### src/rtl/mul_pow2_mod_pkg.sv
// Shared constants and types for the a*2^k mod CHAR corrector.
// WORD_SIZE / CHAR are the field parameters shared by the whole datapath.
// char_mult(j) returns j*CHAR (j = 0..3) at the 4r reduction width.
package mul_pow2_mod_pkg;
    localparam int                    WORD_SIZE  = 16;
    localparam logic [WORD_SIZE-1:0]  CHAR       = 16'd65521;  // largest 16-bit prime
    localparam int                    KW_DEFAULT = 10;         // holds 2*WORD_SIZE

    typedef enum logic [1:0] {
        ST_IDLE = 2'd0,
        ST_QUAD = 2'd1,
        ST_DBL  = 2'd2,
        ST_FIN  = 2'd3
    } state_e;

    function automatic logic [WORD_SIZE+1:0] char_mult(input int j);
        logic [WORD_SIZE+1:0] m;
        m = {2'b00, CHAR};
        case (j)
            0:       return '0;
            1:       return m;
            2:       return m << 1;
            default: return (m << 1) + m;
        endcase
    endfunction
endpackage

### src/rtl/mul_pow2_mod_if.sv
// Request/response bundle for mul_pow2_mod.
//   master (requester): drives start, a, k; observes ready, busy, done, c.
//   slave  (block)    : the reverse.
interface mul_pow2_mod_if
    import mul_pow2_mod_pkg::*;
#(
    parameter int KW = KW_DEFAULT
);
    logic                 start;
    logic [WORD_SIZE-1:0] a;
    logic [KW-1:0]        k;
    logic                 ready;
    logic                 busy;
    logic                 done;
    logic [WORD_SIZE-1:0] c;

    modport master (output start, a, k, input  ready, busy, done, c);
    modport slave  (input  start, a, k, output ready, busy, done, c);
endinterface

### src/rtl/mul_pow2_mod_mul4_path_unit.sv
// Mul4PathUnit: one candidate of the modular reduction.
//   opnd : shifted working value (4r, or 2r in the doubling step)
//   mult : j*CHAR for this candidate
//   diff : low WORD_SIZE bits of opnd - mult (valid when selected)
//   neg  : 1 when opnd < mult
module mul4_path_unit
    import mul_pow2_mod_pkg::*;
#(
    parameter int W = WORD_SIZE
) (
    input  logic [W+1:0] opnd,
    input  logic [W+1:0] mult,
    output logic [W-1:0] diff,
    output logic         neg
);
    logic [W+2:0] sub;
    logic [1:0]   unused_hi;

    assign sub       = {1'b0, opnd} - {1'b0, mult};
    assign neg       = sub[W+2];
    // A selected candidate is always < CHAR, so the top bits are zero.
    assign diff      = sub[W-1:0];
    assign unused_hi = sub[W+1:W];
endmodule

### src/rtl/mul_pow2_mod.sv
// mul_pow2_mod: computes c = a * 2^k mod CHAR (undoes 2^-k scaling).
// Two doublings per QUAD cycle; an odd k finishes with one DBL cycle.
// Ports: clk, rst (sync, active-high), bus (mul_pow2_mod_if.slave):
//   start/a/k request, ready (IDLE), busy (QUAD/DBL), done pulse, c result.
// Config: define MUL_POW2_ODD_K_EN to honour k[0] (DBL state); otherwise
//   k[0] is ignored and latency is 1 + floor(k/2).
module mul_pow2_mod
    import mul_pow2_mod_pkg::*;
#(
    parameter int KW = KW_DEFAULT
) (
    input  logic            clk,
    input  logic            rst,
    mul_pow2_mod_if.slave   bus
);
    localparam int              W       = WORD_SIZE;
    localparam logic [KW-2:0]   CNT_ONE = 1;

    state_e          state_q, state_d;
    logic [W-1:0]    r_q, r_d;
    logic [W-1:0]    c_q, c_d;
    logic [KW-2:0]   cnt_q, cnt_d;
    logic            done_q, done_d;
    logic            ready_q, ready_d;
    logic            busy_q, busy_d;
`ifdef MUL_POW2_ODD_K_EN
    logic            odd_q, odd_d;
`else
    logic            unused_k0;
    assign unused_k0 = bus.k[0];
`endif

    // Shared reduction: four candidates opnd - j*CHAR evaluated in parallel.
    logic [W+1:0]          opnd;
    logic [3:0]            neg;
    logic [3:0][W-1:0]     diff;
    logic [W-1:0]          red;

`ifdef MUL_POW2_ODD_K_EN
    // DBL reuses the same units on 2r; j=2,3 are then always negative.
    assign opnd = (state_q == ST_DBL) ? {1'b0, r_q, 1'b0} : {r_q, 2'b00};
`else
    assign opnd = {r_q, 2'b00};
`endif

    for (genvar j = 0; j < 4; j++) begin : g_path
        mul4_path_unit #(.W(W)) u_path (
            .opnd (opnd),
            .mult (char_mult(j)),
            .diff (diff[j]),
            .neg  (neg[j])
        );
    end

    // Candidates shrink with j, so the highest non-negative j wins.
    always_comb begin
        red = diff[0];
        if (!neg[1]) red = diff[1];
        if (!neg[2]) red = diff[2];
        if (!neg[3]) red = diff[3];
    end

    always_comb begin
        state_d = state_q;
        r_d     = r_q;
        cnt_d   = cnt_q;
        c_d     = c_q;
        done_d  = 1'b0;
`ifdef MUL_POW2_ODD_K_EN
        odd_d   = odd_q;
`endif
        case (state_q)
            ST_IDLE: begin
                if (bus.start) begin
                    r_d   = bus.a;
                    cnt_d = bus.k[KW-1:1];
`ifdef MUL_POW2_ODD_K_EN
                    odd_d = bus.k[0];
`endif
                    if (bus.k[KW-1:1] != '0) begin
                        state_d = ST_QUAD;
`ifdef MUL_POW2_ODD_K_EN
                    end else if (bus.k[0]) begin
                        state_d = ST_DBL;
`endif
                    end else begin
                        state_d = ST_FIN;
                        c_d     = bus.a;
                        done_d  = 1'b1;
                    end
                end
            end
            ST_QUAD: begin
                r_d   = red;
                cnt_d = cnt_q - CNT_ONE;
                if (cnt_q == CNT_ONE) begin
`ifdef MUL_POW2_ODD_K_EN
                    if (odd_q) begin
                        state_d = ST_DBL;
                    end else begin
                        state_d = ST_FIN;
                        c_d     = red;
                        done_d  = 1'b1;
                    end
`else
                    state_d = ST_FIN;
                    c_d     = red;
                    done_d  = 1'b1;
`endif
                end
            end
`ifdef MUL_POW2_ODD_K_EN
            ST_DBL: begin
                r_d     = red;
                state_d = ST_FIN;
                c_d     = red;
                done_d  = 1'b1;
            end
`endif
            ST_FIN:  state_d = ST_IDLE;
            default: state_d = ST_IDLE;
        endcase
        ready_d = (state_d == ST_IDLE);
        busy_d  = (state_d == ST_QUAD) || (state_d == ST_DBL);
    end

    // c and done are loaded on entry to FIN so c is valid while done is high.
    always_ff @(posedge clk) begin
        if (rst) begin
            state_q <= ST_IDLE;
            r_q     <= '0;
            cnt_q   <= '0;
            c_q     <= '0;
            done_q  <= 1'b0;
            ready_q <= 1'b1;
            busy_q  <= 1'b0;
`ifdef MUL_POW2_ODD_K_EN
            odd_q   <= 1'b0;
`endif
        end else begin
            state_q <= state_d;
            r_q     <= r_d;
            cnt_q   <= cnt_d;
            c_q     <= c_d;
            done_q  <= done_d;
            ready_q <= ready_d;
            busy_q  <= busy_d;
`ifdef MUL_POW2_ODD_K_EN
            odd_q   <= odd_d;
`endif
        end
    end

    assign bus.ready = ready_q;
    assign bus.busy  = busy_q;
    assign bus.done  = done_q;
    assign bus.c     = c_q;
endmodule

### src/flat_wrapper.sv
// flat-port wrapper written by rule: the top's interface ports become plain ports
module mul_pow2_mod_flat import mul_pow2_mod_pkg::*;
#(
    parameter int KW = KW_DEFAULT
)
  (clk, rst, bus_start, bus_a, bus_k, bus_ready, bus_busy, bus_done, bus_c);
  mul_pow2_mod_if #(.KW(KW)) bus_i ();
  input  logic clk;
  input  logic rst;
  input wire logic [$bits(bus_i.start)-1:0] bus_start;
  input wire logic [$bits(bus_i.a)-1:0] bus_a;
  input wire logic [$bits(bus_i.k)-1:0] bus_k;
  output wire logic [$bits(bus_i.ready)-1:0] bus_ready;
  output wire logic [$bits(bus_i.busy)-1:0] bus_busy;
  output wire logic [$bits(bus_i.done)-1:0] bus_done;
  output wire logic [$bits(bus_i.c)-1:0] bus_c;
  assign bus_i.start = bus_start;
  assign bus_i.a = bus_a;
  assign bus_i.k = bus_k;
  assign bus_ready = bus_i.ready;
  assign bus_busy = bus_i.busy;
  assign bus_done = bus_i.done;
  assign bus_c = bus_i.c;
  mul_pow2_mod #(.KW(KW)) u_core (.clk(clk), .rst(rst), .bus(bus_i));
endmodule
### config.mk
export PLATFORM = sky130hd
export DESIGN_NAME = mul_pow2_mod_flat
export DESIGN_NICKNAME = d
export VERILOG_FILES = /design/src/rtl/mul_pow2_mod_pkg.sv /design/src/rtl/mul_pow2_mod_if.sv /design/src/rtl/mul_pow2_mod_mul4_path_unit.sv /design/src/rtl/mul_pow2_mod.sv /design/src/flat_wrapper.sv
export SDC_FILE = /design/constraint.sdc
export NUM_CORES = 1
export LEC_CHECK = 0
export CAP_MARGIN = 20
export CORE_MARGIN = 10
export CORE_UTILIZATION = 55
export DETAILED_ROUTE_END_ITERATION = 12
export PLACE_DENSITY = 0.88
export SLEW_MARGIN = 20
export SYNTH_ARGS = -nofsm -noshare
export SYNTH_HDL_FRONTEND = slang
export SYNTH_HIERARCHICAL = 1
export SYNTH_SLANG_ARGS = --single-unit
### constraint.sdc
create_clock -name clk -period 3.3 [get_ports clk]
set_clock_uncertainty 0.2 [all_clocks]
set_input_delay 0.66 -clock clk [delete_from_list [all_inputs] [get_ports clk]]
set_output_delay 0.66 -clock clk [all_outputs]
set_load 0.05 [all_outputs]
; ---- Word-level counts from Yosys, hierarchy flattened
; Cells that the tools add are included.
[totals]
register_bits = 46
input_bits = 29
output_inout_bits = 19
wordCells = 44
[classes]
add_sub_neg = 4
n_eq_ne = 7
mux = 19
reduce_logical = 7
[ops]
columns = operator, count
row1 = $mux W16, 7
row2 = $pmux W16 S2, 2
row3 = $sub A18 B16 Y19 const B, 1
row4 = $sub A18 B17 Y19 const B, 1
row5 = $sub A18 B18 Y19 const B, 1
row6 = $pmux W9 S2, 1
row7 = $eq A9 B1 Y1 const B, 1
row8 = $mux W9, 1
row9 = $reduce_bool A9 Y1, 1
row10 = $sub A9 B1 Y9 const B, 1
row11 = $mux W2, 3
row12 = $eq A2 B1 Y1 const B, 2
row13 = $logic_not A2 Y1, 2
row14 = $ne A2 B2 Y1 const B, 2
row15 = $pmux W2 S2, 1
row16 = $reduce_and A4 Y1, 1
row17 = $mux W1, 3
row18 = $eq A2 B2 Y1 const B, 1
row19 = $ne A2 B1 Y1 const B, 1
row20 = $pmux W1 S2, 1
row21 = $reduce_and A2 Y1, 1
row22 = $reduce_bool A2 Y1, 1
row23 = $logic_or A1 B1 Y1, 1

; ---- Longest topological paths before layout
[logic_depth]
ltp_word = 6
ltp_mapped = 16
depth_no_buf = 14

; ---- Hierarchy
; The synthesis kept the hierarchy.
[modules_own_cells]
columns = module, instances, cells_each, area_per_inst_um2, seq_area_each_um2
row1 = mul4_path_unit at u_core.g_path[1].u_path ..., 3, 127, 868.3, 0.0
row2 = mul_pow2_mod, 1, 302, 2573.7, 920.9
row3 = mul4_path_unit at u_core.g_path[0].u_path, 1, 128, 878.3, 0.0

; ---- Least setup slack after synthesis
; Ideal clock, no wire load.
[synth_path]
path_type = flip-flop to flip-flop
start = reg u_core.r_q[1]
end = reg u_core.c_q[0] (netlist: u_core/bus.c[0])
setup_time_ns = 0.124
t_arrival_ns = 2.783
required_ns = 2.976
setup_slack_ns = 0.194
path_stages_with_launch = 14
n_path_buf = 2
synth_period_minus_slack_ns = 3.106
path_cell_list = dfxtp_1 > ha_1 > o21ai_0 > nor2_1 > o31a_1 > a211oi_2 > nand2_1 > a31oi_1 > clkbuf_1 > buf_2 > mux2i_1 > nor2_1 > o221ai_1 > mux2i_1
[synth_via]
elab_chain_len = 6
word_cells_on_any_way = 8
classes_between = 3 x add/sub / 5 x mux
[synth_rtl]
columns = item, line
row1 = from (decl), mul_pow2_mod.sv:20  ; logic [W-1:0] r_q, r_d;
row2 = from (signal assigned), mul_pow2_mod.sv:142  ; r_q <= r_d;
row3 = $sub A18 B16 Y19, mul_pow2_mod_mul4_path_unit.sv:19  ; assign sub = {1'b0, opnd} - {1'b0, mult};
row4 = via u_core.neg[1], mul_pow2_mod.sv:35  ; logic [3:0] neg;
row5 = $mux W16, mul_pow2_mod.sv:58  ; if (!neg[1]) red = diff[1];
row6 = $mux W16, mul_pow2_mod.sv:59  ; if (!neg[2]) red = diff[2];
row7 = $mux W16, mul_pow2_mod.sv:60  ; if (!neg[3]) red = diff[3];
row8 = $mux W16, mul_pow2_mod.sv:96  ; if (cnt_q == CNT_ONE) begin
row9 = $pmux W16 S2, mul_pow2_mod.sv:72  ; case (state_q)
row10 = to (signal assigned), mul_pow2_mod.sv:133  ; c_q <= '0;
row11 = to (signal assigned), mul_pow2_mod.sv:144  ; c_q <= c_d;
row12 = to (decl), mul_pow2_mod.sv:21  ; logic [W-1:0] c_q, c_d;
; The timed path passes the listed nets, and every way through them passes these cells. The select of a mux whose other input is x is not followed.
; A chain may end at the register's enable or synchronous reset.

; ---- Worst setup path in the final report
[layout_path]
start = reg u_core.r_q[2]
end = reg u_core.c_q[3] (netlist: u_core/bus.c[3])
[layout_via]
word_cells_on_any_way = 8
classes_between = 3 x add/sub / 5 x mux
[layout_rtl]
columns = item, line
row1 = $sub A18 B17 Y19, mul_pow2_mod_mul4_path_unit.sv:19
row2 = via u_core.neg[2], mul_pow2_mod.sv:35
row3 = $mux W16, mul_pow2_mod.sv:59
row4 = $mux W16, mul_pow2_mod.sv:60
row5 = $mux W16, mul_pow2_mod.sv:96
row6 = $pmux W16 S2, mul_pow2_mod.sv:72
; The timed path passes the listed nets, and every way through them passes these cells. The select of a mux whose other input is x is not followed.

==> out/metrics.yaml <==
multi_input_area_sq_mm: 0.00488
cts_tree: "built"
syn_area_sq_mm: 0.00599
syn_to_final_growth_pct: 19.1
slew_viol_final: 0
outcome: "completed"
numClockSinks: 46
grt_pass1_vias: 5831
drive_gt1_frac: 0.0667
antenna_found_initial: 0
dp.cells: 1059
cp.depth: 12
via_count: 6152
clockRootBuffer: "clkbuf_8"
worst-path-buf-inv: 1
worstSetupPathType: "register to register"
routed_wl_mm: 16.1
overflow: 0
mostFrequentLayoutCells: "inv_1, conb_1, nand2_1, ha_1, a21oi_1"
crit_path_max_incr_delay_ps: 500
final_common_cell: "inv_1"
cap_viol_max_count: 0
synth.avg_cell_area_sq_um: 7.46
r2r_cells: 12
max-vdd-ir-drop_v: 0.000248
synth_cells: 803
grt_first_pass_wirelength_mm: 26.8
hold_ws_ps: 262
routedWlPerCell_um: 15.1
min_period_over_period: 0.964
worstHoldPathType: "register to register"
finalPower_w: 0.00267
setup_slack_ps: 120
cp-start-kind: "register"
crit-reg2reg-launch: "u_core/r_q[2]"
grt_max_degree: 38
crit_end: "u_core/bus.c[3]"
htree_num_levels: 2
timing.fmax_ghz: 0.314
num_rows: 38
cpLargestDelayFamily: "compound AO/OA/AOI/OAI gates"
diodes: 0
dr.pass1.iters: 6
max_slew_margin: 0.338
place_area_sq_mm: 0.00695
drt_iter0_drc: 518
final_area_sq_mm: 0.00714
ctsHoldBuffers: 0
port-buffer-count: 46
stdcell_count: 1070
io_pins: 48
crit_required_ps: 3290
worstSetupEndpointType: "register"
gp_congestion: 0.996
die_w_um: 124
die_h_um: 124
arrival_ps: 3170
fillers: 901
synth_warnings: 6
drc: 0
cp_cell_sequence: "ha_1 > o21ai_0 > nor2_1 > o31a_1 > a211oi_2 > nand2_1 > a31oi_4 > nor2b_4 > buf_6 > a221o_1 > o221ai_1 > mux2i_1"
crit_fanout: 8
die_area_sq_mm: 0.0155
clk_pin_slew_worst_paths_ps: 90
coreArea_sq_mm: 0.0107
regArea_sq_um: 923
grt_usage: 0.195
critPathLaunch: "u_core/r_q[2]"
reg2reg_to: "u_core/bus.c[3]"
nets: 1035
cts_buffer_depth: 2
dp_slack_ps: 170
ant_nets: 0
drt-vias-per-instance: 5.75
cellLeakagePower_nw: 3.67
powerDensity_mw_per_mm2: 374
fin_crit_ps: 3180
hold_viol: 0
setup_viol_count_final: 0
critPathSlowestCell: "dfxtp_1"
start_util: 0.558
tightest_slew_ps: 993
rrSetupSlack_ps: 120
cts_buffers: 5
place_hpwl_mm: 12.4
clk_latency_ps: 300
-- layout make-up --
cell class | instances | area share
timing repair buffer | 66 | 0.0901
inverter | 108 | 0.0568
clock inverter | 3 | 0.00631
tap | 140 | 0.0245
sequential | 46 | 0.129
multi-input combinational | 702 | 0.683
clock buffer | 5 | 0.00964
-- state kept, by name (all words and copies together), names as in the netlist --
| signal | count |
|---|---|
| u_core/r_q | 16 |
| u_core/bus.ready | 1 |
| u_core/state_q | 2 |
| u_core/bus.done | 1 |
| u_core/bus.c | 16 |
| u_core/bus.busy | 1 |
| u_core/cnt_q | 9 |
-- worst min-delay path, stage by stage, from the launching register on --
cell     delay (ps)
dfxtp_1         320
nand2_1          50
mux2i_1          50
-- per-layer routing --
layer  share of wire  routed length [um]  vias up  track usage
met4           0.038                 617        0       0.0761
met5               0                   0        -            0
met1            0.43                6920     2790        0.236
li1                -                   -     3046            -
met3           0.069                1110       52       0.0340
met2            0.46                7490      264        0.334
-- how the worst min path moves through the flow --
stage	startpoint	end	slack [ps]	cells after the start
floorplan	u_core/cnt_q[7]	u_core/cnt_q[7]	260	2
global placement	u_core/bus.c[6]	u_core/bus.c[6]	240	2
detailed placement	u_core/bus.c[0]	u_core/bus.c[0]	250	2
CTS	u_core/bus.c[0]	u_core/bus.c[0]	270	2
global route	u_core/bus.c[1]	u_core/bus.c[1]	300	2
finish	u_core/bus.c[0]	u_core/bus.c[0]	260	2
-- power breakdown --
part	internal, W	switching [W]	total [W]	leakage, nW
clock network	0.000226	0.000210	0.000435	0.0504
logic	0.000661	0.000908	0.00157	3.24
registers	0.000599	0.0000635	0.000662	0.378
total	0.00149	0.00118	0.00267	3.67
-- per-stage QoR --
step	utilization	TNS (ps)
floorplan	-	0
global placement	0.646	0
detailed placement	0.646	0
CTS	0.657	0
global route	0.664	-83.5
finish	0.664	0
-- what timing repair did --
item                                    CTS  global route
buffers inserted                          0             2
resized for setup                         0            14
hold endpoints to repair                  0             0
endpoints found under the setup margin    0            31
Note: power is estimated with default switching activity, not from simulation.
